**src/rtl/parking_lot_multi.sv**
```systemverilog
// parking_lot_multi: LANES entry and exit lane FSMs sharing one capacity-limited occupancy counter.
// Define PARKING_STATS_EN to add saturating EntryCount/ExitCount completion counters.
`timescale 1ns/1ps
module parking_lot_multi #(
   parameter int LANES          = 2,
   parameter int CAPACITY       = 64,
   parameter int TIMEOUT_CYCLES = 16,
   parameter int MAX_RETRY      = 2,
   parameter int GATE_CYCLES    = 4
) (
   input  logic                             clk,
   input  logic                             resetn,
   input  logic [LANES-1:0]                 CarDetectEntry,
   input  logic [LANES-1:0]                 ValidTag1,
   input  logic [LANES-1:0]                 ValidationFail1,
   input  logic [LANES-1:0]                 CarDetectExit,
   input  logic [LANES-1:0]                 ValidTag2,
   input  logic [LANES-1:0]                 ValidationFail2,
   input  logic [LANES-1:0]                 PaymentDone,
   output logic [LANES-1:0]                 ActivateRFID1,
   output logic [LANES-1:0]                 ActivateRFID2,
   output logic [LANES-1:0]                 IssueTicket,
   output logic [LANES-1:0]                 OpenEntryGate,
   output logic [LANES-1:0]                 OpenExitGate,
   output logic [LANES-1:0]                 InitPayment,
   output logic [LANES-1:0]                 AssertError,
   output logic                             LotFull,
   output logic [$clog2(CAPACITY+1)-1:0]    Occupancy,
`ifdef PARKING_STATS_EN
   output logic [15:0]                      EntryCount,
   output logic [15:0]                      ExitCount,
`endif
   output logic [2*LANES-1:0]               dbg_entry_state_o,
   output logic [3*LANES-1:0]               dbg_exit_state_o
);

   localparam int OCC_W   = $clog2(CAPACITY + 1);
   localparam int SUM_W   = OCC_W + 4;
   localparam int CNT_MAX = (TIMEOUT_CYCLES > GATE_CYCLES) ? TIMEOUT_CYCLES : GATE_CYCLES;
   localparam int CNT_W   = $clog2(CNT_MAX + 1);
   localparam int RTY_W   = $clog2(MAX_RETRY + 1);

   typedef enum logic [1:0] {
      E_IDLE   = 2'd0,
      E_RFID   = 2'd1,
      E_TICKET = 2'd2,
      E_GATE   = 2'd3
   } entry_state_e;

   typedef enum logic [2:0] {
      X_IDLE = 3'd0,
      X_RFID = 3'd1,
      X_PAY  = 3'd2,
      X_GATE = 3'd3,
      X_ERR  = 3'd4
   } exit_state_e;

   entry_state_e     e_state_q [LANES];
   entry_state_e     e_state_d [LANES];
   logic [CNT_W-1:0] e_cnt_q   [LANES];
   logic [CNT_W-1:0] e_cnt_d   [LANES];
   logic [RTY_W-1:0] e_rty_q   [LANES];
   logic [RTY_W-1:0] e_rty_d   [LANES];

   exit_state_e      x_state_q [LANES];
   exit_state_e      x_state_d [LANES];
   logic [CNT_W-1:0] x_cnt_q   [LANES];
   logic [CNT_W-1:0] x_cnt_d   [LANES];
   logic [RTY_W-1:0] x_rty_q   [LANES];
   logic [RTY_W-1:0] x_rty_d   [LANES];

   logic [OCC_W-1:0] occ_q;
   logic [OCC_W-1:0] occ_d;
   logic [SUM_W-1:0] occ_ext;
   logic [SUM_W-1:0] pend_e;
   logic [SUM_W-1:0] pend_x;
   logic [SUM_W-1:0] n_e_done;
   logic [SUM_W-1:0] n_x_done;
   logic             entry_room;
   logic             exit_avail;
   logic [LANES-1:0] e_gnt;
   logic [LANES-1:0] x_gnt;

   // Any lane outside idle holds a reserved slot, so concurrent lanes can never overfill or underflow.
   always_comb begin
      pend_e = '0;
      pend_x = '0;
      for (int i = 0; i < LANES; i++) begin
         pend_e = pend_e + SUM_W'(e_state_q[i] != E_IDLE);
         pend_x = pend_x + SUM_W'(x_state_q[i] != X_IDLE);
      end
   end

   assign occ_ext    = SUM_W'(occ_q);
   assign entry_room = (occ_ext + pend_e) < SUM_W'(CAPACITY);
   assign exit_avail = occ_ext > pend_x;
   assign LotFull    = (occ_ext + pend_e) == SUM_W'(CAPACITY);
   assign Occupancy  = occ_q;

   // Request/grant: an idle lane with a car present requests; the grant is consumed on the edge it is issued.
   always_comb begin
      e_gnt = '0;
      x_gnt = '0;
      for (int i = LANES - 1; i >= 0; i--) begin
         if ((e_state_q[i] == E_IDLE) && CarDetectEntry[i] && entry_room) begin
            e_gnt    = '0;
            e_gnt[i] = 1'b1;
         end
         if ((x_state_q[i] == X_IDLE) && CarDetectExit[i] && exit_avail) begin
            x_gnt    = '0;
            x_gnt[i] = 1'b1;
         end
      end
   end

   always_comb begin
      n_e_done = '0;
      for (int i = 0; i < LANES; i++) begin
         e_state_d[i] = e_state_q[i];
         e_cnt_d[i]   = e_cnt_q[i];
         e_rty_d[i]   = e_rty_q[i];
         case (e_state_q[i])
            E_IDLE: begin
               if (e_gnt[i]) begin
                  e_state_d[i] = E_RFID;
                  e_cnt_d[i]   = '0;
                  e_rty_d[i]   = '0;
               end
            end
            E_RFID: begin
               if (ValidTag1[i]) begin
                  e_state_d[i] = E_GATE;
                  e_cnt_d[i]   = '0;
               end else if (ValidationFail1[i]) begin
                  e_cnt_d[i] = '0;
                  if (e_rty_q[i] == RTY_W'(MAX_RETRY - 1)) begin
                     e_state_d[i] = E_TICKET;
                  end else begin
                     e_rty_d[i] = e_rty_q[i] + RTY_W'(1);
                  end
               end else if (e_cnt_q[i] == CNT_W'(TIMEOUT_CYCLES - 1)) begin
                  e_state_d[i] = E_TICKET;
               end else begin
                  e_cnt_d[i] = e_cnt_q[i] + CNT_W'(1);
               end
            end
            E_TICKET: begin
               e_state_d[i] = E_GATE;
               e_cnt_d[i]   = '0;
            end
            E_GATE: begin
               if (e_cnt_q[i] == CNT_W'(GATE_CYCLES - 1)) begin
                  e_state_d[i] = E_IDLE;
                  n_e_done     = n_e_done + SUM_W'(1);
               end else begin
                  e_cnt_d[i] = e_cnt_q[i] + CNT_W'(1);
               end
            end
            default: e_state_d[i] = E_IDLE;
         endcase
      end
   end

   always_comb begin
      n_x_done = '0;
      for (int i = 0; i < LANES; i++) begin
         x_state_d[i] = x_state_q[i];
         x_cnt_d[i]   = x_cnt_q[i];
         x_rty_d[i]   = x_rty_q[i];
         case (x_state_q[i])
            X_IDLE: begin
               if (x_gnt[i]) begin
                  x_state_d[i] = X_RFID;
                  x_cnt_d[i]   = '0;
                  x_rty_d[i]   = '0;
               end
            end
            X_RFID: begin
               if (ValidTag2[i]) begin
                  x_state_d[i] = X_GATE;
                  x_cnt_d[i]   = '0;
               end else if (ValidationFail2[i]) begin
                  x_cnt_d[i] = '0;
                  if (x_rty_q[i] == RTY_W'(MAX_RETRY - 1)) begin
                     x_state_d[i] = X_PAY;
                  end else begin
                     x_rty_d[i] = x_rty_q[i] + RTY_W'(1);
                  end
               end else if (x_cnt_q[i] == CNT_W'(TIMEOUT_CYCLES - 1)) begin
                  x_state_d[i] = X_PAY;
                  x_cnt_d[i]   = '0;
               end else begin
                  x_cnt_d[i] = x_cnt_q[i] + CNT_W'(1);
               end
            end
            X_PAY: begin
               if (PaymentDone[i]) begin
                  x_state_d[i] = X_GATE;
                  x_cnt_d[i]   = '0;
               end else if (x_cnt_q[i] == CNT_W'(TIMEOUT_CYCLES - 1)) begin
                  x_state_d[i] = X_ERR;
               end else begin
                  x_cnt_d[i] = x_cnt_q[i] + CNT_W'(1);
               end
            end
            X_GATE: begin
               if (x_cnt_q[i] == CNT_W'(GATE_CYCLES - 1)) begin
                  x_state_d[i] = X_IDLE;
                  n_x_done     = n_x_done + SUM_W'(1);
               end else begin
                  x_cnt_d[i] = x_cnt_q[i] + CNT_W'(1);
               end
            end
            X_ERR: begin
               if (!CarDetectExit[i]) x_state_d[i] = X_IDLE;
            end
            default: x_state_d[i] = X_IDLE;
         endcase
      end
   end

   assign occ_d = OCC_W'(occ_ext + n_e_done - n_x_done);

   always_ff @(posedge clk) begin
      if (!resetn) begin
         for (int i = 0; i < LANES; i++) begin
            e_state_q[i] <= E_IDLE;
            e_cnt_q[i]   <= '0;
            e_rty_q[i]   <= '0;
            x_state_q[i] <= X_IDLE;
            x_cnt_q[i]   <= '0;
            x_rty_q[i]   <= '0;
         end
         occ_q <= '0;
      end else begin
         for (int i = 0; i < LANES; i++) begin
            e_state_q[i] <= e_state_d[i];
            e_cnt_q[i]   <= e_cnt_d[i];
            e_rty_q[i]   <= e_rty_d[i];
            x_state_q[i] <= x_state_d[i];
            x_cnt_q[i]   <= x_cnt_d[i];
            x_rty_q[i]   <= x_rty_d[i];
         end
         occ_q <= occ_d;
      end
   end

   always_comb begin
      ActivateRFID1     = '0;
      ActivateRFID2     = '0;
      IssueTicket       = '0;
      OpenEntryGate     = '0;
      OpenExitGate      = '0;
      InitPayment       = '0;
      AssertError       = '0;
      dbg_entry_state_o = '0;
      dbg_exit_state_o  = '0;
      for (int i = 0; i < LANES; i++) begin
         ActivateRFID1[i] = (e_state_q[i] == E_RFID);
         IssueTicket[i]   = (e_state_q[i] == E_TICKET);
         OpenEntryGate[i] = (e_state_q[i] == E_GATE);
         ActivateRFID2[i] = (x_state_q[i] == X_RFID);
         InitPayment[i]   = (x_state_q[i] == X_PAY);
         OpenExitGate[i]  = (x_state_q[i] == X_GATE);
         AssertError[i]   = (x_state_q[i] == X_ERR);
         dbg_entry_state_o[2*i +: 2] = e_state_q[i];
         dbg_exit_state_o[3*i +: 3]  = x_state_q[i];
      end
   end

`ifdef PARKING_STATS_EN
   logic [16:0] ent_sum;
   logic [16:0] ext_sum;
   logic [15:0] ent_cnt_q;
   logic [15:0] ent_cnt_d;
   logic [15:0] ext_cnt_q;
   logic [15:0] ext_cnt_d;

   // Counters stick at 0xFFFF rather than wrapping.
   always_comb begin
      ent_sum   = {1'b0, ent_cnt_q} + 17'(n_e_done);
      ext_sum   = {1'b0, ext_cnt_q} + 17'(n_x_done);
      ent_cnt_d = ent_sum[16] ? 16'hFFFF : ent_sum[15:0];
      ext_cnt_d = ext_sum[16] ? 16'hFFFF : ext_sum[15:0];
   end

   always_ff @(posedge clk) begin
      if (!resetn) begin
         ent_cnt_q <= '0;
         ext_cnt_q <= '0;
      end else begin
         ent_cnt_q <= ent_cnt_d;
         ext_cnt_q <= ext_cnt_d;
      end
   end

   assign EntryCount = ent_cnt_q;
   assign ExitCount  = ext_cnt_q;
`endif

endmodule

```
**config.mk**
```make
export PLATFORM = sky130hd
export DESIGN_NAME = parking_lot_multi
export DESIGN_NICKNAME = d
export VERILOG_FILES = /design/src/rtl/parking_lot_multi.sv
export SDC_FILE = /design/constraint.sdc
export NUM_CORES = 1
export LEC_CHECK = 0
export CELL_PAD_IN_SITES_DETAIL_PLACEMENT = 0
export CELL_PAD_IN_SITES_GLOBAL_PLACEMENT = 1
export CORE_MARGIN = 5
export CORE_UTILIZATION = 41
export DETAILED_ROUTE_END_ITERATION = 6
export PLACE_DENSITY = 0.9
export SLEW_MARGIN = 40
export SYNTH_ARGS = -nofsm -noshare
export SYNTH_HDL_FRONTEND = slang
export SYNTH_SLANG_ARGS = --single-unit
```
**constraint.sdc**
```tcl
create_clock -name clk -period 4.1 [get_ports clk]
set_clock_uncertainty 0.05 [all_clocks]
set_input_delay 1.025 -clock clk [delete_from_list [all_inputs] [get_ports clk]]
set_output_delay 1.025 -clock clk [all_outputs]
set_load 0.05 [all_outputs]
```
==> results of run 1 <==
tightest hold or removal path: stages (launching register included):
cell and delay [ps]:
dfxtp_1 320, nand2_1 50, mux2i_1 50
how the worst max path moves through the flow:
stage                               start      endpoint  slack [ps]  cells past startpoint
final                     e_state_q[0][0]       LotFull         190                     10
after global routing      e_state_q[0][0]       LotFull         0.5                     10
after CTS                 e_state_q[0][0]       LotFull         170                     10
after detailed placement    x_cnt_q[0][0]  Occupancy[6]         210                     15
after global placement      x_cnt_q[0][0]  Occupancy[6]         300                     15
after floorplan           e_state_q[0][0]       LotFull         200                      9
area by class of cell:
class	instances	area (sq um)	share of cell area
Clock inverter	1	30.0	0.00747
Sequential cell	45	901	0.224
Clock buffer	7	86.3	0.0215
Timing Repair Buffer	51	510	0.127
Inverter	43	161	0.0401
Tap cell	102	128	0.0317
Multi-Input combinational cell	304	2200	0.548
sequential cells by signal (all words and copies together) (netlist names):
name       flops
Occupancy      7
e_cnt_q       10
e_rty_q        4
e_state_q      4
x_cnt_q       10
x_rty_q        4
x_state_q      6
cells by family (layout without fill, tap and decap cells):
logic type	count (synthesis)	count (layout)
xor+xnor	8	8
mux	6	6
fa+ha+maj	47	47
buf+inv	55	102
flops	45	45
compound gates	98	98
simple gates	145	145
per-layer routing:
metal  routed length [um]  global-route usage
met1                 3820               0.211
met5                    0                   0
met3                  322              0.0285
met4                   87              0.0357
met2                 3500               0.260
cell usage after synthesis (all sizes together), types with 5 or more instances:
library cell,n,area share
a211oi,7,0.016
a21oi,30,0.045
and2,6,0.011
and3,6,0.011
clkbuf,9,0.010
dfxtp,45,0.27
ha,44,0.17
inv,42,0.048
nand2,32,0.036
nand3,17,0.026
nand4b,5,0.013
nor2,28,0.032
nor3,12,0.018
nor4b,5,0.013
o211ai,6,0.014
o21ai,15,0.023
o21bai,5,0.011
o31ai,5,0.011
or3,5,0.0095
xnor2,8,0.021
power breakdown:
part | leakage (nW) | switching (mW) | internal (mW)
registers | 0.365 | 0.0792 | 0.490
logic | 1.17 | 0.710 | 0.408
clock network | 0.0585 | 0.159 | 0.199
per-stage QoR:
step	util	hold slack [ps]	setup slack, ps	cell area [sq um]
finish	0.515	423	191	4020
global route	0.515	451	0.488	4020
CTS	0.513	423	173	4000
detailed placement	0.498	412	208	3880
global placement	0.498	399	302	3880
floorplan	-	388	199	3310
what timing repair did:
item                       4_1_cts  5_1_grt
setup endpoints to repair        0        1
setup buffers                    0        1
hold buffers                     0        0
gates resized for setup          0        2
==> flow_summary.toml, run 1 <==
[yosys]
synth-seq-area-share = 0.272
synth_top_flop_cell = "dfxtp_1"
synthCells = 404
synth_xor_area_frac = 0.0212
synth_warnings = 0
async_flop_share = 0
synth_cell_type_count = 58
synth-simple-area-share = 0.241
synth_fa_ha_area_frac = 0.184
avgSynthCellArea_sq_um = 8.19
synth_compound_area_frac = 0.195
synth-seq-cells = 45
syn_nets = 467
synth_area_sq_um = 3310
synth_top_family_by_area = "simple AND/OR/NAND/NOR gates"
synth_edf_count = 0
synth_mux_area_frac = 0.0189

[hold_path]
min_path_type = "reg -> reg"
min_from = "x_rty_q[0][3]"
min_path_cells = 2
whs_endpoint = "x_rty_q[0][3]"

[grt]
grt-ovfl-total = 0
antenna_found_initial = 0
grt_util_all_layers = 0.156
grt_max_degree = 27
grt_pass1_wl_um = 13100
grt_pass1_vias = 2842

[sta]
worst_pin_slew_ps = 670
drv_slew = 0
relSlewSlack = 0.551
rsz0062_at_grt = "false"
finalCritPeriodShare = 0.953
setup_viol = 0
finalSetupTns_ps = 0
hold_violations = 0
fmax_ghz = 0.256
period_minus_slack_ps = 3910

[layout]
n_antenna_cell = 0
nFillCells = 753
final_common_cell = "clkdlybuf4s50_1"
syn_to_final_growth_pct = 21.5
drive_gt1_frac = 0.0576
layout.nets = 513
final_cell_mix = "46 x clkdlybuf4s50_1, 45 x dfxtp_1, 44 x ha_1"
final_cells = 553

[floorplan]
core_sq_um = 7810
die-area_sq_um = 9970
io_pins = 48
start_util = 0.424
die_w_um = 99.8
die_y_um = 99.8
rows = 32

[clock_network]
cts_tree = "yes"
numCtsBuffers = 5
cts_buffer_depth = 2
clk_latency_ps = 300
cts_sinks = 45
ctsRootBufferMaster = "clkbuf_8"
path_clk_slew_ps = 90
ctsHtreeMaxLevel = 2

[worst_setup_path]
worst-path-max-fanout = 6
cpLargestDelayFamily = "adder cells"
regToRegSetupSlack_ps = 350
crit_slowest_cell = "or4_1"
path_cells = "inv_1 > ha_1 > inv_1 > fa_1 > ha_1 > nand3_1 > xnor2_1 > or4_1 > nor3_2 > buf_12"
reg2reg_to = "Occupancy[6]"
critPathArrivalTime_ps = 2830
path_buf_inv = 3
critPathMaxStageDelay_ps = 450
r2r_start = "x_cnt_q[0][0]"
critPathRequiredTime_ps = 3020
critPathCaptureType = "output pin"
reg2reg_depth = 15
start_kind = "flop"
criticalPathCategory = "reg -> out"

[detailed_routing]
routed_wirelength_um = 7720
wl_per_cell_um = 14.0
drt_pass1_iterations = 4
antenna_left = 0
route.detailed.drc = 0
dr.first_iter.drc_count = 68
num_vias = 3004
via_per_inst = 5.43

[placed_design]
portBuffers = 47
gp_congestion = 0.857
place_hpwl_um = 5830
dp.cells = 544

[power_and_ir_drop]
power_mw = 2.05
power_density_nw_per_um2 = 509
ir_worst_vdd_mv = 0.340
p_leak_nw = 1.59

[run_status]
outcome = "complete, no violations"

[flow_run]
cap_violations = 0
Note: power is estimated with default switching activity, not from simulation.
==> inputs of run 2 (changes only) <==
CORE_MARGIN = 8   (was 5)
CORE_UTILIZATION = 37   (was 41)
PLACE_DENSITY = 0.86   (was 0.9)
clock period = 3.5 ns   (was 4.1 ns; I/O delays follow)
==> flow_summary.toml, run 2 (synthesis gave the netlist of run 1 again) <==
[floorplan]
die-area_sq_um = 12200
start_util = 0.381
core_sq_um = 8680
rows = 34
io_pins = 48
die_w_um = 111
die_y_um = 111

[power_and_ir_drop]
combPwrFrac = 0.600
pwr-share-seq = 0.263
switching_power_mw = 1.14
power_mw = 2.45
pwr-share-clk = 0.137
power.internal_mw = 1.30
ir_worst_vdd_mv = 0.387
power_density_nw_per_um2 = 573
p_leak_nw = 1.66
switching_share = 0.467

[hold_path]
min_path_type = "reg -> reg"
whs_endpoint = "x_rty_q[0][3]"
min_from = "x_rty_q[0][3]"
min_path_cells = 2

[placed_design]
dpl-instance-area_sq_um = 4030
portBuffers = 47
dp.cells = 565
place_hpwl_um = 6270
dp_slack_ps = -65.2
gp_congestion = 0.882

[grt]
antenna_found_initial = 0
grt_pass1_vias = 3031
grt_util_all_layers = 0.134
grt_max_degree = 26
grt_pass1_wl_um = 14400
grt-ovfl-total = 0

[sta]
setup_viol = 0
rsz0062_at_grt = "true"
hold_violations = 0
period_minus_slack_ps = 3380
relSlewSlack = 0.656
worst_pin_slew_ps = 509
fmax_ghz = 0.296
finalCritPeriodShare = 0.965
fin_ws_ps = 123
finalSetupTns_ps = 0
drv_slew = 0

[worst_setup_path]
reg2reg_depth = 15
critPathRequiredTime_ps = 2570
criticalPathCategory = "reg -> out"
r2r_start = "x_cnt_q[0][0]"
critPathCaptureType = "output pin"
worst-path-max-fanout = 6
regToRegSetupSlack_ps = 130
critPathArrivalTime_ps = 2450
start_kind = "flop"
reg2reg_to = "Occupancy[6]"

[flow_run]
cap_violations = 0

[detailed_routing]
num_vias = 3123
via_per_inst = 5.41
route.detailed.drc = 0
antenna_left = 0
wl_per_cell_um = 14.5
routed_wirelength_um = 8390
dr.first_iter.drc_count = 148
drt_pass1_iterations = 4

[clock_network]
cts_hold_buf = 0
cts_buffer_depth = 2
clk_latency_ps = 300
ctsRootBufferMaster = "clkbuf_8"
path_clk_slew_ps = 90
cts_sinks = 45
ctsHtreeMaxLevel = 2
numCtsBuffers = 5
cts_tree = "yes"

[layout]
final_cells = 577
syn_to_final_growth_pct = 29.0
nFillCells = 848
final_common_cell = "clkdlybuf4s50_1"
final_cell_mix = "46 x clkdlybuf4s50_1, 39 x dfxtp_1, 37 x inv_1, 37 x ha_1, 32 x nand2_1"
n_antenna_cell = 0
stdcell_area_sq_um = 4270
drive_gt1_frac = 0.154
layout.nets = 532

[run_status]
outcome = "complete, no violations"
==> run 2: how the worst max path moves through the flow <==
| stage | depth (start not counted) | endpoint | from | slack [ps] |
|---|---|---|---|---|
| floorplan | 13 | Occupancy[6] | x_state_q[0][4] | 40 |
| global placement | 15 | Occupancy[6] | x_cnt_q[0][0] | 40 |
| detailed placement | 15 | Occupancy[6] | x_cnt_q[0][1] | -70 |
| CTS | 15 | Occupancy[6] | x_cnt_q[0][1] | -60 |
| global route | 15 | Occupancy[6] | x_cnt_q[0][0] | -40 |
| finish | 10 | LotFull | e_state_q[0][3] | 120 |
==> run 2: what timing repair did <==
action	in CTS	in global routing
pin swaps	13	11
gates resized for setup	21	9
endpoints found under the setup margin	2	4
gates cloned	0	0
setup buffers	4	1
==> run 2: per-stage QoR <==
step,utilization,hold slack (ps)
floorplan,-,388
global placement,0.465,399
detailed placement,0.465,410
CTS,0.487,422
global route,0.492,440
finish,0.492,422
==> run 2: final cells by class <==
type | count | area (sq um) | area share
Clock buffer | 7 | 86.3 | 0.0202
Timing Repair Buffer | 70 | 653 | 0.153
Multi-Input combinational cell | 304 | 2320 | 0.543
Sequential cell | 45 | 911 | 0.213
Tap cell | 108 | 135 | 0.0317
Inverter | 43 | 164 | 0.0384
==> run 2: metal layers <==
metal / GRT usage / wire (um) / vias up
met5: 0 / 0 / -
met4: 0.0432 / 125 / 0
met3: 0.0357 / 415 / 10
met2: 0.215 / 3750 / 80
met1: 0.169 / 4100 / 1447
li1: - / - / 1586
==> run 2: power groups by stage <==
stage / registers, mW / logic, mW / clock network [mW]
floorplan: 0.759 / 0.906 / 0
global route: 0.655 / 1.63 / 0.366
global placement: 0.644 / 1.40 / 0
detailed placement: 0.647 / 1.42 / 0
finish: 0.644 / 1.47 / 0.336
CTS: 0.640 / 1.46 / 0.346
==> run 2: worst max-delay path: stages, from the launching register on <==
cell     delay (ps)
dfxtp_2         390
inv_2            70
ha_4            170
inv_1           100
fa_2            210
ha_2            200
nand3_2          90
xnor2_2         160
or4_4           430
nor3_4          160
buf_12          160
==> inputs of run 3 (changes only) <==
GPL_ROUTABILITY_DRIVEN = 0   (was unset)
==> results of run 3 <==
No change in the layout: final DEF, timing and power equal those of run 2.
